`config.mk`:
```
export PLATFORM = sky130hd
export DESIGN_NAME = load_store_unit
export DESIGN_NICKNAME = d
export VERILOG_FILES = /design/src/rtl/lsu_pkg.sv /design/src/rtl/lsu_lane.sv /design/src/rtl/load_store_unit.sv
export SDC_FILE = /design/constraint.sdc
export NUM_CORES = 1
export LEC_CHECK = 0
export ABC_AREA = 1
export CAP_MARGIN = 0
export CORE_MARGIN = 2
export CORE_UTILIZATION = 54
export CTS_BUF_LIST = sky130_fd_sc_hd__clkbuf_8
export CTS_CLUSTER_SIZE = 8
export DETAILED_ROUTE_END_ITERATION = 8
export PLACE_DENSITY = 0.85
export SYNTH_ARGS = -nofsm -noshare
export SYNTH_HDL_FRONTEND = slang
export SYNTH_SLANG_ARGS = --single-unit
```
`constraint.sdc`:
```
create_clock -name clk -period 4.5 [get_ports clk]
set_clock_uncertainty 0.1 [all_clocks]
set_input_delay 0.9 -clock clk [delete_from_list [all_inputs] [get_ports clk]]
set_output_delay 0.9 -clock clk [all_outputs]
set_load 0.05 [all_outputs]
```
`src/rtl/lsu_pkg.sv`:
```
// Shared definitions for the load/store unit: RISC-V funct3 size codes and FSM states.
package lsu_pkg;

    localparam logic [2:0] F3_B  = 3'b000;
    localparam logic [2:0] F3_H  = 3'b001;
    localparam logic [2:0] F3_W  = 3'b010;
    localparam logic [2:0] F3_BU = 3'b100;
    localparam logic [2:0] F3_HU = 3'b101;

    typedef enum logic [1:0] {
        IDLE,
        ACCESS,
        WRITE
    } lsu_state_t;

endpackage

```
`src/rtl/lsu_lane.sv`:
```
// Combinational lane logic: little-endian load extraction with sign/zero extension,
// and sub-word store merge into an existing memory word.
module lsu_lane
    import lsu_pkg::*;
(
    input  logic [2:0]  funct3,
    input  logic [1:0]  offset,
    input  logic [31:0] rdata,
    input  logic [31:0] wdata,
    output logic [31:0] load_data,
    output logic [31:0] merged
);

    logic [7:0]  byte_sel;
    logic [15:0] half_sel;

    always_comb begin
        // Halfwords look at offset[1] only, words ignore the offset: misalignment truncates.
        byte_sel = rdata[{offset, 3'b000} +: 8];
        half_sel = offset[1] ? rdata[31:16] : rdata[15:0];

        case (funct3)
            F3_B:    load_data = {{24{byte_sel[7]}}, byte_sel};
            F3_BU:   load_data = {24'b0, byte_sel};
            F3_H:    load_data = {{16{half_sel[15]}}, half_sel};
            F3_HU:   load_data = {16'b0, half_sel};
            default: load_data = rdata;
        endcase

        merged = rdata;
        case (funct3[1:0])
            2'b00: merged[{offset, 3'b000} +: 8] = wdata[7:0];
            2'b01: begin
                if (offset[1]) merged[31:16] = wdata[15:0];
                else           merged[15:0]  = wdata[15:0];
            end
            default: merged = wdata;
        endcase
    end

endmodule

```
`src/rtl/load_store_unit.sv`:
```
// Load/store unit: RISC-V LB/LH/LW/LBU/LHU/SB/SH/SW onto a word-wide memory, sub-word
// stores as read-modify-write. Define LSU_MISALIGN_CHECK_EN to reject misaligned H/W accesses.
module load_store_unit
    import lsu_pkg::*;
#(
    parameter int ADDRESS_WIDTH = 16,
    parameter int DATA_WIDTH    = 32
) (
    input  logic                     clk,
    input  logic                     rst_n,
    input  logic                     req_valid,
    output logic                     req_ready,
    input  logic                     req_we,
    input  logic [2:0]               req_funct3,
    input  logic [31:0]              req_addr,
    input  logic [31:0]              req_wdata,
    output logic                     rsp_valid,
    output logic [31:0]              rsp_rdata,
    output logic                     rsp_err,
    output logic [ADDRESS_WIDTH-1:0] mem_addr,
    output logic                     mem_we,
    output logic [DATA_WIDTH-1:0]    mem_wdata,
    input  logic [DATA_WIDTH-1:0]    mem_rdata
);

    lsu_state_t state, state_nxt;

    logic                     lat_we;
    logic [2:0]               lat_f3;
    logic [ADDRESS_WIDTH+1:0] lat_addr;
    logic [31:0]              lat_wdata;
    logic [31:0]              merged_q;
    logic [31:0]              load_data;
    logic [31:0]              merged;
    logic                     accept;
    logic                     illegal;
    logic                     unused_addr;

    // Address bits above the memory window alias and are deliberately dropped.
    assign unused_addr = ^req_addr[31:ADDRESS_WIDTH+2];

    assign req_ready = (state == IDLE);
    assign accept    = req_valid && req_ready;

    always_comb begin
        if (req_we) illegal = req_funct3[2] || (req_funct3 == 3'b011);
        else        illegal = (req_funct3 == 3'b011) || (req_funct3[2:1] == 2'b11);
`ifdef LSU_MISALIGN_CHECK_EN
        if (req_funct3[1:0] == 2'b01 && req_addr[0])          illegal = 1'b1;
        if (req_funct3[1:0] == 2'b10 && req_addr[1:0] != 2'b00) illegal = 1'b1;
`endif
    end

    lsu_lane u_lane (
        .funct3    (lat_f3),
        .offset    (lat_addr[1:0]),
        .rdata     (mem_rdata),
        .wdata     (lat_wdata),
        .load_data (load_data),
        .merged    (merged)
    );

    always_ff @(posedge clk) begin
        if (!rst_n) state <= IDLE;
        else        state <= state_nxt;
    end

    // mem_we is qualified by rst_n so a reset edge can never commit a write.
    always_comb begin
        state_nxt = state;
        mem_addr  = '0;
        mem_we    = 1'b0;
        mem_wdata = '0;
        case (state)
            IDLE: begin
                if (accept && !illegal) state_nxt = ACCESS;
            end
            ACCESS: begin
                mem_addr = lat_addr[ADDRESS_WIDTH+1:2];
                if (lat_we && lat_f3[1:0] == 2'b10) begin
                    mem_we    = rst_n;
                    mem_wdata = lat_wdata;
                    state_nxt = IDLE;
                end else if (lat_we) begin
                    state_nxt = WRITE;
                end else begin
                    state_nxt = IDLE;
                end
            end
            WRITE: begin
                mem_addr  = lat_addr[ADDRESS_WIDTH+1:2];
                mem_we    = rst_n;
                mem_wdata = merged_q;
                state_nxt = IDLE;
            end
            default: state_nxt = IDLE;
        endcase
    end

    always_ff @(posedge clk) begin
        if (!rst_n) begin
            rsp_valid <= 1'b0;
            rsp_err   <= 1'b0;
            rsp_rdata <= '0;
            lat_we    <= 1'b0;
            lat_f3    <= '0;
            lat_addr  <= '0;
            lat_wdata <= '0;
            merged_q  <= '0;
        end else begin
            rsp_valid <= 1'b0;
            rsp_err   <= 1'b0;
            if (accept) begin
                lat_we    <= req_we;
                lat_f3    <= req_funct3;
                lat_addr  <= req_addr[ADDRESS_WIDTH+1:0];
                lat_wdata <= req_wdata;
                if (illegal) begin
                    rsp_valid <= 1'b1;
                    rsp_err   <= 1'b1;
                    rsp_rdata <= '0;
                end
            end
            if (state == ACCESS) begin
                if (!lat_we) begin
                    rsp_valid <= 1'b1;
                    rsp_rdata <= load_data;
                end else if (lat_f3[1:0] == 2'b10) begin
                    rsp_valid <= 1'b1;
                    rsp_rdata <= '0;
                end else begin
                    merged_q <= merged;
                end
            end
            if (state == WRITE) begin
                rsp_valid <= 1'b1;
                rsp_rdata <= '0;
            end
        end
    end

endmodule

```
=== After elaboration in Yosys (flattened, before gate mapping) ===
Cells that the tools add are included.

* Add/subtract/negate cells: 1
* Eq/ne operators: 10
* Shifts and indexed selects: 3
* Muxes and demuxes: 27
* Bitwise gates (word level): 2
* Reduce and logical (&&, ||, !) cells: 12

{| class="wikitable"
|+ Operators by type and width
! kind !! number
|-
| 32-bit 2-to-1 mux || 6
|-
| 32-bit one-hot mux with 2 select lines || 2
|-
| 32-bit one-hot mux with 4 select lines || 1
|-
| 16-bit 2-to-1 mux || 4
|-
| 32-bit bitwise mux || 1
|-
| 8-bit by 7-bit variable shift with 32-bit output, first input constant || 1
|-
| 32-bit by 6-bit variable part select with 8-bit output || 1
|-
| 8-bit by 7-bit variable part select with 32-bit output || 1
|-
| 1-bit 2-to-1 mux || 8
|-
| 5-bit negator with 7-bit output || 1
|-
| 2-bit equality test, second input constant || 3
|-
| 3-bit equality test, second input constant || 2
|-
| 2-bit 2-to-1 mux || 3
|-
| 2-bit by 1-bit equality test with 1-bit output, second input constant || 2
|-
| 2-bit logical NOT || 2
|-
| 2-bit one-hot mux with 2 select lines || 1
|-
| 2-bit OR reduction || 2
|-
| 3-bit by 1-bit equality test with 1-bit output, second input constant || 1
|-
| 3-bit by 2-bit equality test with 1-bit output, second input constant || 1
|-
| 1-bit logical AND || 3
|-
| 3-bit logical NOT || 1
|-
| 3-bit AND reduction || 1
|-
| 1-bit logical OR || 2
|-
| 2-bit by 1-bit != test with 1-bit output, second input constant || 1
|-
| 3 further kinds || 4
|}

* Register bits after elaboration: 122
* Output and inout bits: 84
* Word-level logic and storage cells: 64

=== Longest topological paths before layout ===
Gate-level depths: netlist of run 1.

* Depth after elaboration: 9
* Depth in mapped cells: 10
* Mapped depth without buffers: 9

=== By module ===
From an unflattened synthesis of run 1, not the netlist that was laid out.

* Cell total of the unflattened synthesis: 1142
* Area total of the unflattened synthesis: 7136.8 um^2

{| class="wikitable"
|+ Modules (own cells, without submodules)
! module !! times used !! cells an instance !! area each (um^2) !! sequential area each (um^2)
|-
| load_store_unit || 1 || 700 || 4982.3 || 2442.3
|-
| lsu_lane || 1 || 442 || 2154.6 || 0.0
|}

=== Least setup slack after synthesis of run 1 ===
No wires, ideal clock.

* Kind: flip-flop to output port
* From: register state[0]
* To: output mem_wdata[10]
* Arrival: 1.990 ns
* Required time: 3.500 ns
* Path slack: 1.510 ns
* Cell stages (with the launch flop): 7
* Buffers on the path: 2
* Cell sequence: dfxtp_1 -> inv_1 -> ha_1 -> clkbuf_1 -> inv_1 -> clkbuf_1 -> a21oi_1

* Longest elaborated chain between the ends: 2

{| class="wikitable"
|+ Ends and longest elaborated chain
! item !! line !! text
|-
| start: declaration || load_store_unit.sv:26 || <nowiki>lsu_state_t state, state_nxt;</nowiki>
|-
| start signal: assignment || load_store_unit.sv:65 || <nowiki>else state <= state_nxt;</nowiki>
|-
| 2-bit equality test or 2-bit by 1-bit equality test with 1-bit output (tied branches) || load_store_unit.sv:74 || <nowiki>case (state)</nowiki>
|-
| 32-bit one-hot mux with 2 select lines (*) || load_store_unit.sv:74 ||
|-
| end: declaration || load_store_unit.sv:22 || <nowiki>output logic [DATA_WIDTH-1:0] mem_wdata,</nowiki>
|}

Mark *: on every way between the ends. The rest lies on a longest branch, timed or not.

=== Final worst setup path of run 1 ===
* From: register state[0]
* To: output mem_wdata[15]

The elaborated chain is that of the path after synthesis.

==> run summary, run 1 <==
### Synth
- mapped cell area: 6795 um2
- synth unique cells: 29
- asr flop ratio synth: 0
- portion of the post-synthesis area used by sequential elements: 0.3594
- Net Count, Synth: 1,185
- arithmetic-cell share of the synthesized area counting full adders, half adders and majority gates: 0.01657
- main combinational cell family by area after synthesis: simple AND/OR/NAND/NOR gates
- warning count from the yosys run: 0
- EDFF count, synth: 0
- Post-Synthesis Cells: 1,073
- post-synthesis area per instance: 6.333 um2
- post-synthesis simple-gate area fraction: 0.2668
- multiplexer area fraction after synthesis: 0
- Seq cells post-synth: 122
- area fraction in compound gates after synthesis: 0.2633
- Primary FF master, synth: dfxtp_1
- xor/xnor cell area share of the yosys netlist: 0

### Clocking
- quantity of hold-fixing buffers added after cts: 0
- clock latency reported for the late side of the worst-skew pair: 0.44 ns
- clock sink count: 122
- Clk pin slew, worst setup/hold paths: 0.07 ns
- CTS tree: built
- cts bufs inserted: 17
- level count of the clock H-tree: 4
- number of buffers added for setup after CTS: 0
- clk root buf: clkbuf_8
- maximum count of clock buffers along a single path: 2
- Post-CTS Resized: 0

### Pwr
- Max IR drop VDD: 0.5216 mV
- Final Power: 5013 uW
- power density over the cells: 570.0 nW/um2
- Pleak: 0.003473 uW

### Route
- antenna-violating nets left: 0
- Avg Vias per Cell: 5.617
- first drt pass iteration count: 5
- total number of vias: 7,735
- wire length per cell: 16.24 um
- residual DRC count: 0
- Iteration-0 DRC Markers: 859
- Post-Route WL: 22,370 um

### Cells and area
- fill cell total of the finished layout: 1,056
- fraction of final layout cells with drive strength greater than 1: 0.05128
- most used cells in the layout excluding fill and tap cells: nand2_1, a21oi_1, clkdlybuf4s50_1
- Area Growth Syn to Fin: 29.44%
- post-layout instance area: 8796 um2
- number of diodes: 0
- number of standard cells in the layout, taps in and fillers out: 1,377
- footprint of the multi-input gates: 3717 um2
- number of nets in the layout: 1,308
- most common library cell in the layout ignoring fill and taps: nand2_1
- sequential cell area: 2444 um2

### Place
- post-detailed-placement half-perimeter wirelength: 15,620 um
- GPL Wtd Cong: 0.9886
- count of buffers from port buffering: 172
- number of placed cells counting well taps: 1,345
- Post-Place Cell Area: 8428 um2

### Flow run
- Max-cap violations: 0

### Die
- placeable core region: 12,160 um2
- width of the die: 116.2 um
- die height: 116.2 um
- Initial Util: 0.5587
- floorplan row count: 40
- number of top-level pins: 187
- Total Die Area: 13,500 um2

### Timing
- period utilisation layout: 0.9211
- Final Critical Period: 4.145 ns
- Worst Hold Slack: 0.3630 ns
- FMAX: 241.3 MHz
- number of slew-limit violations in the final report: 0
- number of hold violations in the final report: 0
- measured slew at the worst slew-check pin: 1.110 ns
- Slew Limit Headroom: 0.2599
- total setup violations reported at the end of the flow: 0
- Total Negative Setup Slacks: 0 ns
- setup repair after global routing missed its margin: no

### Worst hold path
- origin of the worst min-delay path: rsp_rdata[29]
- class of the worst hold path: reg2reg

### Global routing
- overflow left after global routing: 0
- total global-route track usage: 0.3367
- maximum number of pins on one net before global-route repair: 90
- antenna violations before repair: 0
- vias in the first global route: 7,005
- global-route wire length before repair: 35,540 um

### Worst setup path
- FF-to-FF Start: lat_addr[1]
- Worst Setup Path Type: reg2out
- kind of launch point of the worst setup path: flip-flop
- arrival time at the worst endpoint: 3.14 ns
- maximum fanout count along the critical path: 32
- crit path capture type: primary output
- critical path required time: 3.50 ns
- CP Launch Point: state[0]

### Status
- result of the run: finished clean

flip-flops by register name (all words and copies together), names as in the netlist:
name / cells
rsp_err: 1
lat_wdata: 32
merged_q: 32
rsp_rdata: 32
rsp_valid: 1
lat_f3: 3
lat_we: 1
state: 2
lat_addr: 18
metrics by stage:
| step | setup slack [ns] | utilization |
|---|---|---|
| after floorplan | 1.510 | - |
| after global placement | 0.8802 | 0.6930 |
| after detailed placement | 0.8642 | 0.6930 |
| after CTS | 0.3460 | 0.7233 |
| after global routing | 0.1969 | 0.7233 |
| final | 0.3552 | 0.7233 |
where the power goes:
| part | switching (uW) | total (uW) | internal [uW] |
|---|---|---|---|
| registers | 241 | 1590 | 1350 |
| clock network | 433 | 916 | 483 |
| logic | 1770 | 2510 | 738 |
| total | 2440 | 5010 | 2570 |
critical path: stages (launching register included):
cell and delay, ns:
dfxtp_1 0.36, inv_1 0.09, ha_1 0.28, buf_4 0.21
inv_1 0.48, a21oi_1 0.41, clkdlybuf4s50_1 0.87
cells in the mapped netlist (all sizes together) (9+ instances only):
| cell type | number | area, um2 |
|---|---|---|
| ha | 9 | 112.6 |
| buf | 32 | 188.9 |
| clkbuf | 43 | 161.4 |
| nand3 | 48 | 240.2 |
| inv | 72 | 280.3 |
| o21ai | 144 | 724.4 |
| a41oi | 14 | 122.6 |
| a21oi | 180 | 900.9 |
| dfxtp | 122 | 2442 |
| nand2 | 293 | 1135 |
| nor2 | 103 | 409.2 |
final cells by class:
cell class / count / share of cell area
sequential: 122 / 0.2778
timing repair buffer: 179 / 0.2011
inverter: 74 / 0.03272
clock inverter: 11 / 0.008962
clock buffer: 21 / 0.03286
tap: 168 / 0.02390
multi-input combinational: 802 / 0.4226
cell families (layout without fill, tap and decap cells):
kind of cell	count (synthesis)	in the layout
adder cells (fa/ha/maj)	9	9
buffers and inverters	149	285
flip-flops	122	122
AO/OA/AOI/OAI	344	344
AND/OR/NAND/NOR	449	449
layer usage:
metal  part of all wire  GRT usage
met5                  0          0
met4              0.041     0.1524
met3              0.096    0.08770
met2               0.44     0.5162
met1               0.42     0.4478
final timing paths:
path / end / slack (ns) / cells after the start
worst max-delay path: mem_wdata[15] / 0.36 / 6
worst min-delay path: rsp_rdata[29] / 0.36 / 2
worst max register to register: merged_q[22] / 1.69 / 9
worst min register to register: rsp_rdata[29] / 0.36 / 2
No activity file was read; power rests on OpenSTA's default activity.
==> run 2, diff against run 1 <==
Settings changed: CTS_CLUSTER_SIZE 8 to default.
==> results of run 2 <==
No change in the layout: final DEF, timing and power equal those of run 1.
